## src/rtl/fetch_pkg.sv

```systemverilog
// Shared widths, HALT opcode and state encoding for the instruction fetch unit.
package fetch_pkg;
    localparam int FETCH_ADDR_W = 4;
    localparam int FETCH_DATA_W = 8;
    localparam logic [7:0] FETCH_HALT_OP = 8'hFF;

    typedef enum logic [2:0] {
        IDLE,
        FETCH,
        OFFER,
        STEP,
        HALT
    } fetch_state_t;
endpackage

```

## src/rtl/prog_mem_16x8.sv

```systemverilog
// Program memory: flop array with one synchronous write port and a combinational read port.
module prog_mem_16x8 #(
    parameter int ADDR_W = 4,
    parameter int DATA_W = 8
) (
    input  logic              clk,
    input  logic              we,
    input  logic [ADDR_W-1:0] waddr,
    input  logic [DATA_W-1:0] wdata,
    input  logic [ADDR_W-1:0] raddr,
    output logic [DATA_W-1:0] rdata
);
    localparam int DEPTH = 2 ** ADDR_W;

    logic [DATA_W-1:0] mem_reg [DEPTH];

    // Contents survive reset, so the words carry no reset term.
    for (genvar gi = 0; gi < DEPTH; gi++) begin : g_word
        always_ff @(posedge clk) begin
            if (we && (waddr == ADDR_W'(gi))) begin
                mem_reg[gi] <= wdata;
            end
        end
    end

    assign rdata = mem_reg[raddr];
endmodule

```

## src/rtl/instr_fetch_unit.sv

```systemverilog
// Fetches mem[PC], offers it over valid/ready and pulses EnableCount to advance the PC.
module instr_fetch_unit
    import fetch_pkg::*;
#(
    parameter int ADDR_W = FETCH_ADDR_W,
    parameter int DATA_W = FETCH_DATA_W,
    parameter logic [DATA_W-1:0] HALT_OP = FETCH_HALT_OP
) (
    input  logic              MainClock,
    input  logic              ClearCounter,
    input  logic              Run,
    input  logic [ADDR_W-1:0] PC,
    input  logic              LoadEn,
    input  logic [ADDR_W-1:0] LoadAddr,
    input  logic [DATA_W-1:0] LoadData,
    output logic              EnableCount,
    output logic [DATA_W-1:0] Instr,
    output logic [ADDR_W-1:0] InstrAddr,
    output logic              InstrValid,
    input  logic              InstrReady,
    output logic              Halted,
    output logic              Busy
);
    fetch_state_t      state_reg, state_next;
    logic              enable_count_reg, enable_count_next;
    logic [DATA_W-1:0] instr_reg, instr_next;
    logic [ADDR_W-1:0] instr_addr_reg, instr_addr_next;
    logic              instr_valid_reg, instr_valid_next;
    logic              halted_reg, halted_next;
    logic              busy_reg, busy_next;
    logic [DATA_W-1:0] rd_data;
    logic              handshake;
    logic              is_halt;

    prog_mem_16x8 #(.ADDR_W(ADDR_W), .DATA_W(DATA_W)) u_mem (
        .clk   (MainClock),
        .we    (LoadEn),
        .waddr (LoadAddr),
        .wdata (LoadData),
        .raddr (PC),
        .rdata (rd_data)
    );

    assign handshake = instr_valid_reg && InstrReady;
    assign is_halt   = (instr_reg == HALT_OP);

    always_ff @(posedge MainClock or posedge ClearCounter) begin
        if (ClearCounter) begin
            state_reg        <= IDLE;
            enable_count_reg <= 1'b0;
            instr_reg        <= '0;
            instr_addr_reg   <= '0;
            instr_valid_reg  <= 1'b0;
            halted_reg       <= 1'b0;
            busy_reg         <= 1'b0;
        end else begin
            state_reg        <= state_next;
            enable_count_reg <= enable_count_next;
            instr_reg        <= instr_next;
            instr_addr_reg   <= instr_addr_next;
            instr_valid_reg  <= instr_valid_next;
            halted_reg       <= halted_next;
            busy_reg         <= busy_next;
        end
    end

    always_comb begin
        state_next = state_reg;
        case (state_reg)
            IDLE:    if (Run) state_next = FETCH;
            FETCH:   state_next = OFFER;
            // Run is deliberately ignored here: an offered instruction always completes.
            OFFER:   if (handshake) state_next = is_halt ? HALT : STEP;
            STEP:    state_next = Run ? FETCH : IDLE;
            HALT:    if (!Run) state_next = IDLE;
            default: state_next = IDLE;
        endcase
    end

    always_comb begin
        enable_count_next = 1'b0;
        instr_next        = instr_reg;
        instr_addr_next   = instr_addr_reg;
        instr_valid_next  = 1'b0;
        halted_next       = halted_reg;
        busy_next         = (state_next != IDLE);
        case (state_reg)
            FETCH: begin
                instr_next       = rd_data;
                instr_addr_next  = PC;
                instr_valid_next = 1'b1;
            end
            OFFER: begin
                instr_valid_next  = !handshake;
                enable_count_next = handshake && !is_halt;
                if (handshake && is_halt) halted_next = 1'b1;
            end
            HALT: begin
                if (!Run) halted_next = 1'b0;
            end
            default: ;
        endcase
    end

    assign EnableCount = enable_count_reg;
    assign Instr       = instr_reg;
    assign InstrAddr   = instr_addr_reg;
    assign InstrValid  = instr_valid_reg;
    assign Halted      = halted_reg;
    assign Busy        = busy_reg;
endmodule

```

## config.mk

```make
export PLATFORM = sky130hd
export DESIGN_NAME = instr_fetch_unit
export DESIGN_NICKNAME = d
export VERILOG_FILES = /design/src/rtl/fetch_pkg.sv /design/src/rtl/prog_mem_16x8.sv /design/src/rtl/instr_fetch_unit.sv
export SDC_FILE = /design/constraint.sdc
export NUM_CORES = 1
export LEC_CHECK = 0
export CAP_MARGIN = 20
export CORE_MARGIN = 3
export CORE_UTILIZATION = 30
export CTS_BUF_LIST = sky130_fd_sc_hd__clkbuf_16
export CTS_CLUSTER_DIAMETER = 50
export DETAILED_ROUTE_END_ITERATION = 16
export SKIP_CTS_REPAIR_TIMING = 1
export SYNTH_ARGS = -nofsm -noshare
export SYNTH_HDL_FRONTEND = slang
export SYNTH_SLANG_ARGS = --single-unit
export TNS_END_PERCENT = 20
```

## constraint.sdc

```tcl
create_clock -name MainClock -period 1.6 [get_ports MainClock]
set_clock_uncertainty 0.05 [all_clocks]
set_input_delay 0.16 -clock MainClock [delete_from_list [all_inputs] [get_ports MainClock]]
set_output_delay 0.16 -clock MainClock [all_outputs]
set_load 0.03 [all_outputs]
```

# Word level (Yosys, flattened, before mapping)
# Memory sizes are Yosys's and may differ from the RTL's. A register that Yosys moved wholly into a read port is not among the register bits.
# Index checks and enable logic that the tools add are counted.
[classes]
n_mux = 88
div_mod_pow = 0
n_mul = 0
n_lt_le_gt_ge = 0
bitwise = 0
n_shift = 0
reduce_logical = 41
eq_ne = 22
add_sub_neg = 0
[op_table]
columns = ["cell", "n"]
rows = [
  ["8-bit 2-to-1 mux", 15],
  ["8-bit OR reduction", 15],
  ["4-bit 2-to-1 mux", 15],
  ["1-bit 2-to-1 mux", 51],
  ["4-bit == test (second input constant)", 8],
  ["1-bit logical AND", 19],
  ["4-bit by 3-bit == test with 1-bit output (second input constant)", 4],
  ["3-bit one-hot mux with 5 select lines", 1],
  ["3-bit 2-to-1 mux", 4],
  ["4-bit by 2-bit == test with 1-bit output (second input constant)", 2],
  ["8-bit == test (second input constant)", 1],
  ["3-bit by 2-bit == test with 1-bit output (second input constant)", 2],
  ["4-bit by 1-bit == test with 1-bit output (second input constant)", 1],
  ["4-bit zero test", 1],
  ["2-bit inequality test (second input constant)", 2],
  ["1-bit one-hot mux with 2 select lines", 2],
  ["3-bit by 1-bit == test with 1-bit output (second input constant)", 1],
  ["3-bit == test (second input constant)", 1],
  ["3-bit zero test", 1],
  ["3-bit AND reduction", 1],
  ["3-bit nonzero test", 1],
  ["1-bit zero test", 2],
  ["2-bit nonzero test", 1],
]
[word_totals]
n_memories = 1
ram_bits = 128
inputBits = 21
rom_bits = 0
wordCells = 158
latchBits = 0
out_inout_bits = 16
reg_bits = 11
[mem_list]
columns = ["memory", "depth", "word_bits", "rd", "rd_clocked_by_memory_dff", "write_ports", "line_no", "rtl"]
rows = [
  ["u_mem.mem_reg", 16, 8, 1, 1, 1, "prog_mem_16x8.sv:15", "logic [DATA_W-1:0] mem_reg [DEPTH];"],
]

# Depth between registers and ports, before layout
# Gate-level depths: netlist of the first run.
[depth]
depth_word = 20
ltp_mapped = 7
depth_no_buf = 4

# Hierarchy
# Synthesis of the first run repeated with hierarchy kept, for this count alone.
[unflattened]
cells_unflattened = 278
area_unflattened_um2 = 5759.3
[by_module_without_submodules]
columns = ["mod", "n_inst", "area_per_inst_um2", "seq_area_each_um2", "cells_per_inst"]
rows = [
  ["prog_mem_16x8", 1, 4987.3, 3843.7, 221],
  ["instr_fetch_unit", 1, 772.0, 475.5, 57],
]

# Least setup slack after synthesis of the first run
# OpenSTA, ideal clock, no wires.
[synth_path]
path_kind = "input to register"
from = "input port LoadAddr[3]"
to = "memory u_mem.mem_reg[0][0], enable pin"
arrival_ns = 1.270
n_path_buf = 0
setup_ns = 0.383
stages = 2
path_slack_ns = -0.103
path_cell_list = "or3b_2 > nor3_1"
[synth_between]
elab_chain_len = 20
elab_cells_between_ends = 109
classes_between = "15 x eq/ne; 62 x mux; 32 x reduce/logical"
[synth_rtl]
columns = ["element", "line_no", "rtl"]
rows = [
  ["start: declaration", "instr_fetch_unit.sv:14", "input logic [ADDR_W-1:0] LoadAddr,"],
  ["4-bit by 1-bit == test with 1-bit output", "prog_mem_16x8.sv:20", "if (we && (waddr == ADDR_W'(gi))) begin"],
  ["1-bit logical AND", "prog_mem_16x8.sv:20", ""],
  ["1-bit 2-to-1 mux", "prog_mem_16x8.sv:20", ""],
  ["1-bit 2-to-1 mux (not written as such)", "prog_mem_16x8.sv:21", "mem_reg[gi] <= wdata;"],
  ["8-bit OR reduction (no source line)", "--", ""],
  ["4-bit 2-to-1 mux (no source line) / 1-bit 2-to-1 mux (equally long branches) (15 in a row)", "--", ""],
  ["end: declaration", "prog_mem_16x8.sv:15", ""],
]
# Several ways; a longest one is shown, not always the timed one.

==> results.md, run 1 <==
- Overflow after GRT: 0
- Most numerous cell types in the synthesized netlist: edfxtp_1, nand2_1, dfrtp_1
- End of the worst register-to-register path: Instr[1]$_DFFE_PP0P_
- Maximum clock path buffer count: 2
- Effective utilization at floorplan: 0.307
- Number of top-level design ports: 37
- Rel. slew slack: 0.551
- DRC viols: 0
- Final count of pins violating max slew: 0
- Die X: 145 µm
- Critical setup path kind: reg2reg
- Fmax achieved: 0.652 GHz
- Fraction of power spent switching nets: 0.273
- Worst Hold Class: in2async
- Die outline height: 145 µm
- Area growth from synthesis to final layout: 29.4%
- Aggregate negative setup slack: 0 ns
- Vias per cell: 4.52
- Switching power summed over all nets: 2.77 mW
- Clock Sink Count: 147
- Cell leakage power: 2.84 nW
- Worst Tran Pin Value: 0.671 ns
- DR iter-0 viols: 249
- Req. time, crit path: 1.84 ns
- Proportion of power drawn by combinational gates: 0.167
- Die area: 21,000 µm²
- Number of global-route vias before repair: roughly 3,200
- Worst Setup SP: u_mem.mem_reg[11][1]$_DFFE_PP_
- Clock Latency Late Sink: between 0.4 and 0.5 ns
- Routability congestion estimate from global placement: 0.784
- Initial DRT Pass Iterations: 4
- Arrival @ worst endpoint: 1.77 ns
- Number of instances in the synthesized netlist: 298
- Run status: finished clean
- Synthesis warning total: 0
- Number of levels the H-tree was split into: 4
- Wire length of the first global-routing pass: around 19,000 µm
- Power share of the clock group: 0.375
- Number of endpoints failing setup at the final stage: 0
- Root buffer selected by CTS: clkbuf_16
- Critical R2R Launch: u_mem.mem_reg[11][1]$_DFFE_PP_
- Largest vdd supply drop: 0.838 mV
- Main synth FF type: edfxtp_1
- Final net count: 419
- Critical Path Sink Type: register
- Number of buffers created by CTS: 17
- Final Hold Fails: 0
- Share of synthesized flip-flops with an asynchronous set or reset: 0.129
- Mapped cell area: 5790 µm²
- Post-DP HPWL: roughly 8800 µm
- Pin count of the biggest net entering global routing: 20
- Number of antenna violations at the first check in global routing: 0
- Number of flip-flops under the largest register name: about 130
- Clock tree from TritonCTS: built
- Clock-pin slew on the worst setup and hold paths: approximately 0.06 ns
- Top-count cell post-synth: edfxtp_1
- Global-route usage over all layers: 0.125
- Post-layout minimum cycle time: 1.53 ns
- Area leader, netlist: edfxtp_1
- Power per unit of standard cell area: 1350 nW/µm²
- Power Internal: 7.36 mW
- Portion of the post-synthesis area used by sequential elements: 0.747
- Final std cell area, no fill: 7480 µm²
- Worst-case reg-to-reg path depth: 4
- Setup slack of the worst register-to-register path: 0.07 ns
- Antenna Nets Post-Route: 0
- Detailed-route via count: 3,032
- Critical Path Source Type: register
- EDFF count, synth: 128
- Net count after synthesis: 319
- Fillcell total: 1,700
- Maxcap violations: 0
- Wire per inst: about 18 µm
- Reg power frac: 0.458
- Total Routed Length: 12,400 µm
- Fraction of the cycle the final worst path needs: 0.958
- Area taken by multi-input logic gates: 1380 µm²
- Number of cell rows: 50
- Number of distinct library cells after synthesis: 40
- Total of flip-flops plus latches after synthesis: 147
- Util after Layout: 0.397
- Antenna fix cells: 0
- Post-Syn Area per Cell: a little under 20 µm²
- Cell types occupying the most area after synthesis: edfxtp_1, dfrtp_1, mux4_2
- Standard cell core area: 18,800 µm²
- Worst-path fanout max: 1
- Area post-placement: 6870 µm²
- Register cell area after layout: 4320 µm²
- Proportion of layout cells with a drive suffix above 1: 0.297
- Unrepaired setup endpoints after global routing: false
- Post-synth top area share: 0.664
- Port Buffers: 36
-- metal layers --
layer,vias up,global-route usage,routed length [µm]
met5,-,0,0
met4,0,0.0309,89
met3,7,0.0342,716
met2,73,0.202,6050
met1,1544,0.169,5510
li1,1408,-,-
-- logic make-up (layout without fill, tap and decap cells) --
group                  after synthesis  after routing  share of synthesized area
buffers and inverters               16            129                     0.0160
AND/OR/NAND/NOR                     62             62                     0.0530
flip-flops                         147            147                      0.747
XOR/XNOR                             1              1                    0.00151
AO/OA/AOI/OAI                       24             24                     0.0288
multiplexers                        48             48                      0.154
-- worst max-delay path: stages, from the launching register on --
cell	delay, ns
edfxtp_1	0.37
mux4_2	0.48
mux2_2	0.27
a22oi_1	0.16
o21ai_1	0.09
-- worst max-delay path by stage --
stage	endpoint	cells after the start	slack (ns)
floorplan	Instr[7]$_DFFE_PP0P_	6	0.01
global placement	u_mem.mem_reg[1][6]$_DFFE_PP_	4	-0.21
detailed placement	u_mem.mem_reg[0][6]$_DFFE_PP_	4	-0.26
CTS	Instr[6]	1	-0.17
global route	Instr[4]$_DFFE_PP0P_	5	0.008
finish	Instr[1]$_DFFE_PP0P_	4	0.07
-- layout make-up --
type,count,share of cell area
flip-flops and latches,147,0.577
multi-input cells,135,0.185
repair buffers,94,0.117
clock buffers,17,0.0568
well taps,260,0.0435
clock inverters,15,0.0194
inverters,3,0.00150
-- power groups by stage --
stage | registers (mW) | logic [mW] | clock network [mW]
after floorplan | 5.01 | 0.570 | 0
after global routing | 4.67 | 1.83 | 4.05
after detailed placement | 4.73 | 1.70 | 0
final | 4.64 | 1.69 | 3.80
after global placement | 4.72 | 1.67 | 0
after CTS | 4.64 | 1.71 | 3.86
-- stage by stage --
step                      setup WS, ns  std cells  hold WS (ns)  power, mW
after floorplan                 0.0113        298        0.0611       5.58
after global placement          -0.208        639         0.418       6.39
after detailed placement        -0.265        639         0.423       6.42
after CTS                       -0.167        671        0.0223       10.2
after global routing           0.00771        671        0.0568       10.5
final                           0.0671        671        0.0331       10.1
-- placed cells by master, fill, tap and decap left out, types with 15 or more instances in the layout --
cell type        count
clkdlybuf4s50_1     18
buf_4               54
nand2_1             20
mux2i_1             16
edfxtp_1           128
dfrtp_1             18
mux4_2              20
dlymetal6s2s_1      16
nor2_1              15
clkbuf_16           17
(Power assumes the default switching activity.)
==> run 2, diff against run 1 <==
Settings changed: GPL_TIMING_DRIVEN set to 0.
==> run 2 against run 1 <==
Compared with the run above: the flow now finishes with violations (setup timing); combinational power grew 2%; via count shrank 3.3%; critical path depth shrank 1; fmax shrank 14%; critical path type is now in2reg; largest cell class unchanged.
==> results.md, run 2 (same netlist as run 1, synthesis figures left out) <==
- Worst path setup slack after routing: -0.183 ns (-0.250 ns)
- Fillcell total: 1,686 (-0.82%)
- Critical setup path kind: in2reg
- Leading cell type in the layout, fill and taps excluded: edfxtp_1
- Max stage delay cell, worst path: nor3_2
- Fmax achieved: 0.561 GHz (-14%)
- Number of endpoints failing setup at the final stage: 40 (+40)
- Final count of pins violating max slew: 0 (unchanged)
- Critical Path Sink Type: register
- Die area: 21,000 µm² (unchanged)
- Total placed cells including tap cells: 594 (-7.0%)
- Antenna fix cells: 0 (unchanged)
- Port Buffers: 34 (-5.6%)
- Antenna Nets Post-Route: 0 (unchanged)
- Proportion of layout cells with a drive suffix above 1: 0.291 (-0.00539)
- Number of antenna violations at the first check in global routing: 0 (unchanged)
- Area post-placement: 6480 µm² (-5.6%)
- Final Instance Count excl. Fillers: 634 (-5.5%)
- Number of cell rows: 50 (unchanged)
- Post-DP HPWL: 8180 µm (-6.9%)
- Area growth from synthesis to final layout: 25.9%
- Critical Path Source Type: input pin
- Largest vdd supply drop: 0.745 mV (-11%)
- Number of global-route vias before repair: 3,090 (-4.9%)
- Worst-path fanout max: 8 (+7)
- Leading cell types in the layout, fill and taps excluded: edfxtp_1, mux4_2, nand2_1
- Overflow after GRT: 0 (unchanged)
- Area taken by multi-input logic gates: 1470 µm² (+6.6%)
- Worst-case reg-to-reg path depth: 7 (+3)
- Power per unit of standard cell area: 1420 nW/µm² (+4.7%)
- Initial DRT Pass Iterations: 4 (unchanged)
- Global-route usage over all layers: 0.123 (-0.00239)
- Number of flip-flops under the largest register name: 128 (unchanged)
- Unrepaired setup endpoints after global routing: true
- Critical R2R Launch: state_reg[2]$_DFF_PP0_
- Die outline height: 145 µm (unchanged)
- Violations in the final reports: setup timing
- Setup WS pre-CTS: -0.808 ns (-0.543 ns)
- Clock Latency Late Sink: 0.42 ns (about the same)
- Worst Hold Class: in2async
- Wire length of the first global-routing pass: 18,300 µm (-4.6%)
- Worst Setup SP: LoadEn
- Run status: finished, violations left
- Slowest stage delay, CP: 0.58 ns (+0.10 ns)
- DRC viols: 0 (unchanged)
- Final std cell area, no fill: 7280 µm² (-2.7%)
- Maximum clock path buffer count: 2 (unchanged)
- Worst Tran Pin Value: 0.864 ns (+0.193 ns)
- DR iter-0 viols: 246 (-1.2%)
- Number of buffers created by CTS: 17 (unchanged)
- End of the worst register-to-register path: Instr[2]$_DFFE_PP0P_
- Wire per inst: 19.4 µm (+5.2%)
- Arrival @ worst endpoint: 1.78 ns (about the same)
- Maxcap violations: 0 (unchanged)
- Rel. slew slack: 0.421 (-0.130)
- Effective utilization at floorplan: 0.307 (unchanged)
- Vias per cell: 4.63 (+2.4%)
- Number of levels the H-tree was split into: 4 (unchanged)
- Fraction of the cycle the final worst path needs: 1.11 (+0.156)
- Total Routed Length: 12,300 µm (-0.60%)
- Setup slack of the worst register-to-register path: 0.06 ns (about the same)
- Req. time, crit path: 1.60 ns (-0.24 ns)
- Final Hold Fails: 0 (unchanged)
- Crit-path cells: clkdlybuf4s50_1, or3b_2, nor3_2
- Root buffer selected by CTS: clkbuf_16
- Detailed-route via count: 2,933 (-3.3%)
- Post-layout minimum cycle time: 1.78 ns (+0.250 ns)
- Number of top-level design ports: 37 (unchanged)
- Pin count of the biggest net entering global routing: 20 (unchanged)
- Clock Sink Count: 147 (unchanged)
- Final net count: 382 (-8.8%)
- Clock tree from TritonCTS: built
- Die X: 145 µm (unchanged)
- Cell leakage power: 2.66 nW (-6.4%)
- Standard cell core area: 18,800 µm² (unchanged)
- Routability congestion estimate from global placement: 0.744 (-5.1%)
- Register cell area after layout: 4320 µm² (about the same)
- Worst hold-check slack: 0.120 ns (+0.0868 ns)
- Clock-pin slew on the worst setup and hold paths: 0.06 ns (about the same)
[run 2: cell types whose count changed in the layout (fill, tap and decap cells not counted), sizes merged]
cell / change
clkdlybuf4s50: -1
clkbuf: +2
dlymetal6s2s: +1
clkinv: -2
clkinvlp: +1
bufinv: +1
buf: -39
[run 2: power breakdown]
| group | switching, mW | internal [mW] | total [mW] |
|---|---|---|---|
| clock network | 1.61 | 2.34 | 3.94 |
| registers | 0.192 | 4.45 | 4.64 |
| logic | 0.972 | 0.762 | 1.73 |
[run 2: cell type report]
cell class                 instances  share of cell area
inverter                           3             0.00155
multi-input combinational        135               0.202
tap                              260              0.0447
timing repair buffer              46              0.0655
clock inverter                    15              0.0234
clock buffer                      17              0.0584
buffer                            11              0.0108
sequential                       147               0.594
[run 2: worst max-delay path by stage]
stage	endpoint	slack, ns
after floorplan	Instr[7]$_DFFE_PP0P_	0.01
after global placement	u_mem.mem_reg[12][6]$_DFFE_PP_	-1.01
after detailed placement	u_mem.mem_reg[1][7]$_DFFE_PP_	-0.81
after CTS	Instr[5]$_DFFE_PP0P_	-0.50
after global routing	u_mem.mem_reg[0][0]$_DFFE_PP_	-0.26
final	u_mem.mem_reg[0][0]$_DFFE_PP_	-0.18
[run 2: through the flow]
| stage | util | setup TNS [ns] | power [mW] |
|---|---|---|---|
| 2_1_floorplan | - | 0 | 5.58 |
| 3_3_place_gp | 0.343 | -83.39 | 6.24 |
| 3_5_place_dp | 0.344 | -76.63 | 6.28 |
| 4_1_cts | 0.376 | -23.53 | 10.2 |
| 5_1_grt | 0.387 | -6.44 | 10.7 |
| 6_report | 0.387 | -3.04 | 10.3 |
[run 2: metal layers]
metal | part of all wire | track usage | vias up | wire length [µm]
li1 | - | - | 1331 | -
met1 | 0.45 | 0.166 | 1521 | 5560
met2 | 0.48 | 0.190 | 70 | 5950
met3 | 0.051 | 0.0381 | 11 | 630
met4 | 0.012 | 0.0388 | 0 | 153
met5 | 0 | 0 | - | 0
[run 2: worst max-delay path, delay by kind of cell]
family / cells / cell delay (ns)
buffers and inverters: 1 / 0.51
AND/OR/NAND/NOR: 2 / 1.11
==> run 3, diff against run 2 <==
Settings changed: RECOVER_POWER set to 100.
==> run 3 against run 2 <==
Compared with the run above: the run still ends with setup timing left; count of clock-buffer cells in the layout stayed put; critical path type unchanged; sequential share of layout area is 1.5 points higher; core utilization is 0.96 points lower; via count stayed put; clock power hardly changed; global-route usage stayed put; non-clock buffer count stayed put; critical path depth stayed put; power is 2.2% lower.
==> results.md, run 3 (same netlist as run 1, synthesis figures left out) <==
- Worst-path fanout max: 8 (unchanged)
- Wire length of the first global-routing pass: 18,300 µm (unchanged)
- Unrepaired setup endpoints after global routing: true
- Post-DP HPWL: 8180 µm (unchanged)
- Initial DRT Pass Iterations: 4 (unchanged)
- Die area: 21,000 µm² (unchanged)
- Worst path setup slack after routing: -0.182 ns (+0.00170 ns)
- Fraction of the cycle the final worst path needs: 1.11 (about the same)
- Antenna Nets Post-Route: 0 (unchanged)
- Wire per inst: 19.3 µm (-0.58%)
- Run status: finished, violations left
- Number of endpoints failing setup at the final stage: 57 (+43%)
- Crit-path cells: clkdlybuf4s50_1, or3b_2, nor3_2
- Number of levels the H-tree was split into: 4 (unchanged)
- Worst Hold Class: in2async
- Vias per cell: 4.63 (unchanged)
- Worst path buffer plus inverter count: 1 (unchanged)
- Grt met1 use: 0.166 (unchanged)
- Clock-pin slew on the worst setup and hold paths: 0.06 ns (about the same)
- Effective utilization at floorplan: 0.307 (unchanged)
- Maximum clock path buffer count: 2 (unchanged)
- Clock tree from TritonCTS: built
- Cell leakage power: 2.41 nW (-9.3%)
- Power per unit of standard cell area: 1420 nW/µm² (+0.31%)
- Antenna fix cells: 0 (unchanged)
- Number of global-route vias before repair: 3,090 (unchanged)
- Global routing usage on met2: 0.190 (unchanged)
- Cell family contributing the most delay on the critical path: simple AND/OR/NAND/NOR gates
- Pin count of the biggest net entering global routing: 20 (unchanged)
- Most heavily used metal layer in global routing: met2
- Slowest stage delay, CP: 0.58 ns (about the same)
- Proportion of layout cells with a drive suffix above 1: 0.273 (-0.0187)
- Standard cell core area: 18,800 µm² (unchanged)
- Number of flip-flops under the largest register name: 128 (unchanged)
- Number of cell rows: 50 (unchanged)
- M3 GR Usage: 0.0381 (unchanged)
- Global-route usage over all layers: 0.123 (unchanged)
- Final Hold Fails: 0 (unchanged)
- Maxcap violations: 0 (unchanged)
- Area growth from synthesis to final layout: 22.8%
- Max stage delay cell, worst path: nor3_2
- Final net count: 382 (unchanged)
- Total Routed Length: 12,200 µm (-0.58%)
- DRC viols: 0 (unchanged)
- Leading cell type in the layout, fill and taps excluded: edfxtp_1
- Root buffer selected by CTS: clkbuf_16
- Req. time, crit path: 1.60 ns (about the same)
- Fmax achieved: 0.561 GHz (about the same)
- Number of top-level design ports: 37 (unchanged)
- Die outline height: 145 µm (unchanged)
- Number of antenna violations at the first check in global routing: 0 (unchanged)
- Detailed-route via count: 2,933 (unchanged)
- Total power of the final layout: 10.1 mW (-2.2%)
- Final count of pins violating max slew: 0 (unchanged)
- Clock Latency Late Sink: 0.42 ns (about the same)
- Die X: 145 µm (unchanged)
- Critical Path Source Type: input pin
- Worst Tran Pin Value: 0.863 ns (-0.000720 ns)
- Critical Path Sink Type: register
- Clock Sink Count: 147 (unchanged)
- Arrival @ worst endpoint: 1.78 ns (about the same)
- DR iter-0 viols: 210 (-15%)
- Number of buffers created by CTS: 17 (unchanged)
- Post-layout minimum cycle time: 1.78 ns (-0.00170 ns)
- Overflow after GRT: 0 (unchanged)
- Violations in the final reports: setup timing
- Leading cell types in the layout, fill and taps excluded: edfxtp_1, mux4_2, nand2_1, clkbuf_1
- Total placed cells including tap cells: 594 (unchanged)
- Largest vdd supply drop: 0.751 mV (+0.81%)
- Final Instance Count excl. Fillers: 634 (unchanged)
- Port Buffers: 34 (unchanged)
- Rel. slew slack: 0.422 (+0.000482)
- Critical setup path kind: in2reg
- Routability congestion estimate from global placement: 0.744 (unchanged)
run 3: changes by cell type in the layout (fill, tap and decap cells not counted), sizes merged:
cell           delta
dlymetal6s2s     -16
buf               -3
dlygate4sd3      +10
clkdlybuf4s50    -10
clkbuf           +19
run 3: path summary, 6_finish.rpt:
check | startpoint | end | slack (ns) | cells past startpoint
setup / recovery | LoadEn | u_mem.mem_reg[0][0]$_DFFE_PP_ | -0.18 | 3
hold / removal | ClearCounter | Busy$_DFF_PP0_ | 0.25 | 2
setup reg to reg | state_reg[2]$_DFF_PP0_ | Instr[2]$_DFFE_PP0P_ | -0.11 | 7
hold reg to reg | InstrAddr[0]$_DFFE_PP0P_ | InstrAddr[0]$_DFFE_PP0P_ | 0.43 | 2
max in group asynchronous | ClearCounter | state_reg[2]$_DFF_PP0_ | 0.74 | 2
min in group MainClock | Run | state_reg[0]$_DFF_PP0_ | 0.39 | 3
run 3: cell type report:
cell class / count / area (µm²)
Buffer: 11 / 78.8
Clock buffer: 17 / 425
Clock inverter: 15 / 170
Fill cell: 1723 / 11700
Inverter: 3 / 11.3
Multi-Input combinational cell: 135 / 1450
Sequential cell: 147 / 4320
Tap cell: 260 / 325
Timing Repair Buffer: 46 / 323
run 3: stage by stage:
stage | hold WS [ns] | instance area, µm² | util | worst slack (ns) | TNS (ns)
2_1_floorplan | 0.0611 | 5790 | - | 0.0113 | 0
3_3_place_gp | 0.414 | 6460 | 0.343 | -1.01 | -83.39
3_5_place_dp | 0.426 | 6480 | 0.344 | -0.808 | -76.63
4_1_cts | 0.130 | 7080 | 0.376 | -0.504 | -23.53
5_1_grt | 0.316 | 7100 | 0.377 | -0.260 | -11.04
6_report | 0.253 | 7100 | 0.377 | -0.182 | -3.65
run 3: where the power goes:
part           leakage (nW)  switching (mW)  total [mW]  internal, mW
Clock                 0.286            1.61        3.94          2.34
Combinational         0.732           0.965        1.51         0.544
Sequential             1.39           0.196        4.64          4.45
run 3: metal layers:
layer / share of wire / wire [µm] / vias up
li1: - / - / 1335
met1: 0.44 / 5370 / 1499
met2: 0.48 / 5860 / 84
met3: 0.067 / 817 / 15
met4: 0.015 / 178 / 0
met5: 0 / 0 / -
==> patch (settings of run 1) <==
The package constant `FETCH_DATA_W` goes from 8 to 12.
--- a/src/rtl/fetch_pkg.sv
+++ b/src/rtl/fetch_pkg.sv
@@ -1,7 +1,7 @@
 // Shared widths, HALT opcode and state encoding for the instruction fetch unit.
 package fetch_pkg;
     localparam int FETCH_ADDR_W = 4;
-    localparam int FETCH_DATA_W = 8;
+    localparam int FETCH_DATA_W = 12;
     localparam logic [7:0] FETCH_HALT_OP = 8'hFF;
 
     typedef enum logic [2:0] {
Ports: changed (resized Instr and LoadData); port bits go from 37 to 45. No check against the original RTL was run, so the function may have changed too.
==> patch against run 1 <==
The flow now finishes with violations (hold timing); synthesized area grew 43%; routed wire length grew 54%; clock power grew 44%; power grew 45%; sequential cell count grew 68; die area grew 41%; sequential power grew 46%; worst setup slack lost 36 ps; final area grew 43%; critical path depth is the same; global-route usage grew 0.26 points; sequential share of layout area grew 1.7 points; worst hold slack lost 53 ps; critical path type unchanged; largest power group unchanged; highest routed layer unchanged.
==> patch: results (changes against run 1) <==
Failing checks: hold timing
Vias: 4386 (was 3032)
Clk Latency, worst-skew pair: 520 ps (was 410 ps)
Routed WL: 19.08 mm (was 12.37 mm)
Unique masters post-synth: 32 (was 40)
Largest net degree at the start of global routing: 26 (was 20)
Synth Area in Compound Gates: 2.783% (was 2.876%)
I/O Buffers: 44 (was 36)
CP Launch Point: u_mem.mem_reg[3][2]$_DFFE_PP_ (was u_mem.mem_reg[11][1]$_DFFE_PP_)
Pleak: 3.895 nW (was 2.840 nW)
Fraction of layout cells with a size suffix above 1: 35.51% (was 29.68%)
Met3 wire len: 912 µm (was 716 µm)
Post-synthesis mux area share: 15.44% (was 15.42%)
Total track usage: 12.76% (was 12.49%)
Fin. Hold Viols: 22 (was 0)
Clock root buffer: clkbuf_16 (unchanged)
Post-synth top cells: edfxtp_1 (192), mux4_2 (47), dfrtp_1 (23) (was edfxtp_1 (128), nand2_1 (20), dfrtp_1 (19))
Post-synthesis async set-or-reset flop share: 10.70% (was 12.93%)
Crit path DAT: 1900 ps (was 1770 ps)
DRT met1 WL: 8.956 mm (was 5.510 mm)
Post-synthesis sequential area ratio: 76.66% (was 74.65%)
Max_slew headroom: 58.03% (was 55.15%)
Number of flip-flops in the largest register: 192 (was 128)
Placed cell area: 9766 µm² (was 6870 µm²)
Clk buf depth: 3 (was 2)
VDD IR max: 0.0007512 V (was 0.0008383 V)
P_int: 0.01092 W (was 0.007360 W)
Iteration-0 DRC count of the detailed router: 443 (was 249)
Status: finished with violations (was finished clean)
Top post-synthesis cells by area: edfxtp_1 (70%), mux4_2 (13%), dfrtp_1 (7.0%), mux2i_1 (1.7%), mux2_2 (0.95%) (was edfxtp_1 (66%), dfrtp_1 (8.2%), mux4_2 (7.0%), mux4_1 (5.0%), mux2i_1 (2.8%))
TritonRoute pass-1 iters: 5 (was 4)
Synthesized net count: 426 (was 319)
Post-layout nets: 558 (was 419)
First-pass GRT wire length: 27.90 mm (was 19.16 mm)
Post-synth EDFFs: 192 (was 128)
Dpl hpwl: 13.00 mm (was 8.785 mm)
Final hold slack: -19.81 ps (was 33.06 ps)
CTS Buf Count: 25 (was 17)
Vias in the first global route: 4569 (was 3249)
Worst reg2reg startpoint: u_mem.mem_reg[3][2]$_DFFE_PP_ (was u_mem.mem_reg[11][1]$_DFFE_PP_)
Htree depth: 1 (was 4)
[patch: per-layer routing]
layer  global-route usage [%]  vias to the layer above
met5                        0                        -
met4                    2.603                        0
met1                    19.13                     2316
met2                    19.74                      132
li1                         -                     1912
met3                    2.241                       26
[patch: stage by stage]
stage          TNS (ps)  instances  setup slack, ps  power, W  util (%)
2_1_floorplan     -3338        401           -81.97  0.008004         -
3_3_place_gp     -24770        847           -284.2  0.009223     36.13
3_5_place_dp     -29650        847           -316.1  0.009273     36.13
4_1_cts           -4832        893           -420.8   0.01474     39.14
5_1_grt          -75.71        893           -30.98   0.01521     39.51
6_report              0        893            31.39   0.01467     39.51
[patch: kinds of logic (layout without fill, tap and decap cells)]
logic type,after synthesis,in the layout
xor gates and xnor gates,1,1
muxes,68,68
AOI/OAI and AO/OA,37,37
DFF,215,215
buffers and inverters,24,175
and+or+nand+nor,56,56
[patch: worst paths after layout]
path,slack (ps),cells after the start,end
worst max-delay path,30,4,Instr[2]$_DFFE_PP0P_
worst min-delay path,-20,3,Instr[6]$_DFFE_PP0P_
worst max register to register,30,4,Instr[2]$_DFFE_PP0P_
worst min register to register,460,2,InstrAddr[0]$_DFFE_PP0P_
max in group asynchronous,1230,3,Instr[10]$_DFFE_PP0P_
min in group MainClock,300,3,state_reg[0]$_DFF_PP0_
[patch: power by group through the flow]
| stage | Clock [W] | Sequential (W) | Combinational (W) |
|---|---|---|---|
| 2_1_floorplan | 0 | 0.00721 | 0.000790 |
| 3_3_place_gp | 0 | 0.00685 | 0.00238 |
| 4_1_cts | 0.00558 | 0.00675 | 0.00241 |
| 3_5_place_dp | 0 | 0.00687 | 0.00241 |
| 6_report | 0.00547 | 0.00676 | 0.00244 |
| 5_1_grt | 0.00582 | 0.00679 | 0.00260 |
[patch: final cells by class]
| cell class | count | area, µm² |
|---|---|---|
| well taps | 341 | 426.7 |
| clock inverters | 21 | 186.4 |
| repair buffers | 124 | 1179 |
| multi-input cells | 162 | 1898 |
| flip-flops and latches | 215 | 6344 |
| clock buffers | 25 | 625.6 |
| inverters | 5 | 18.77 |
| fillers | 2418 | 16350 |
[patch: critical path, stage by stage (launching register included)]
cell      delay, ps
edfxtp_1        370
mux4_2          500
mux2_2          280
a22oi_2         140
o21ai_1          90
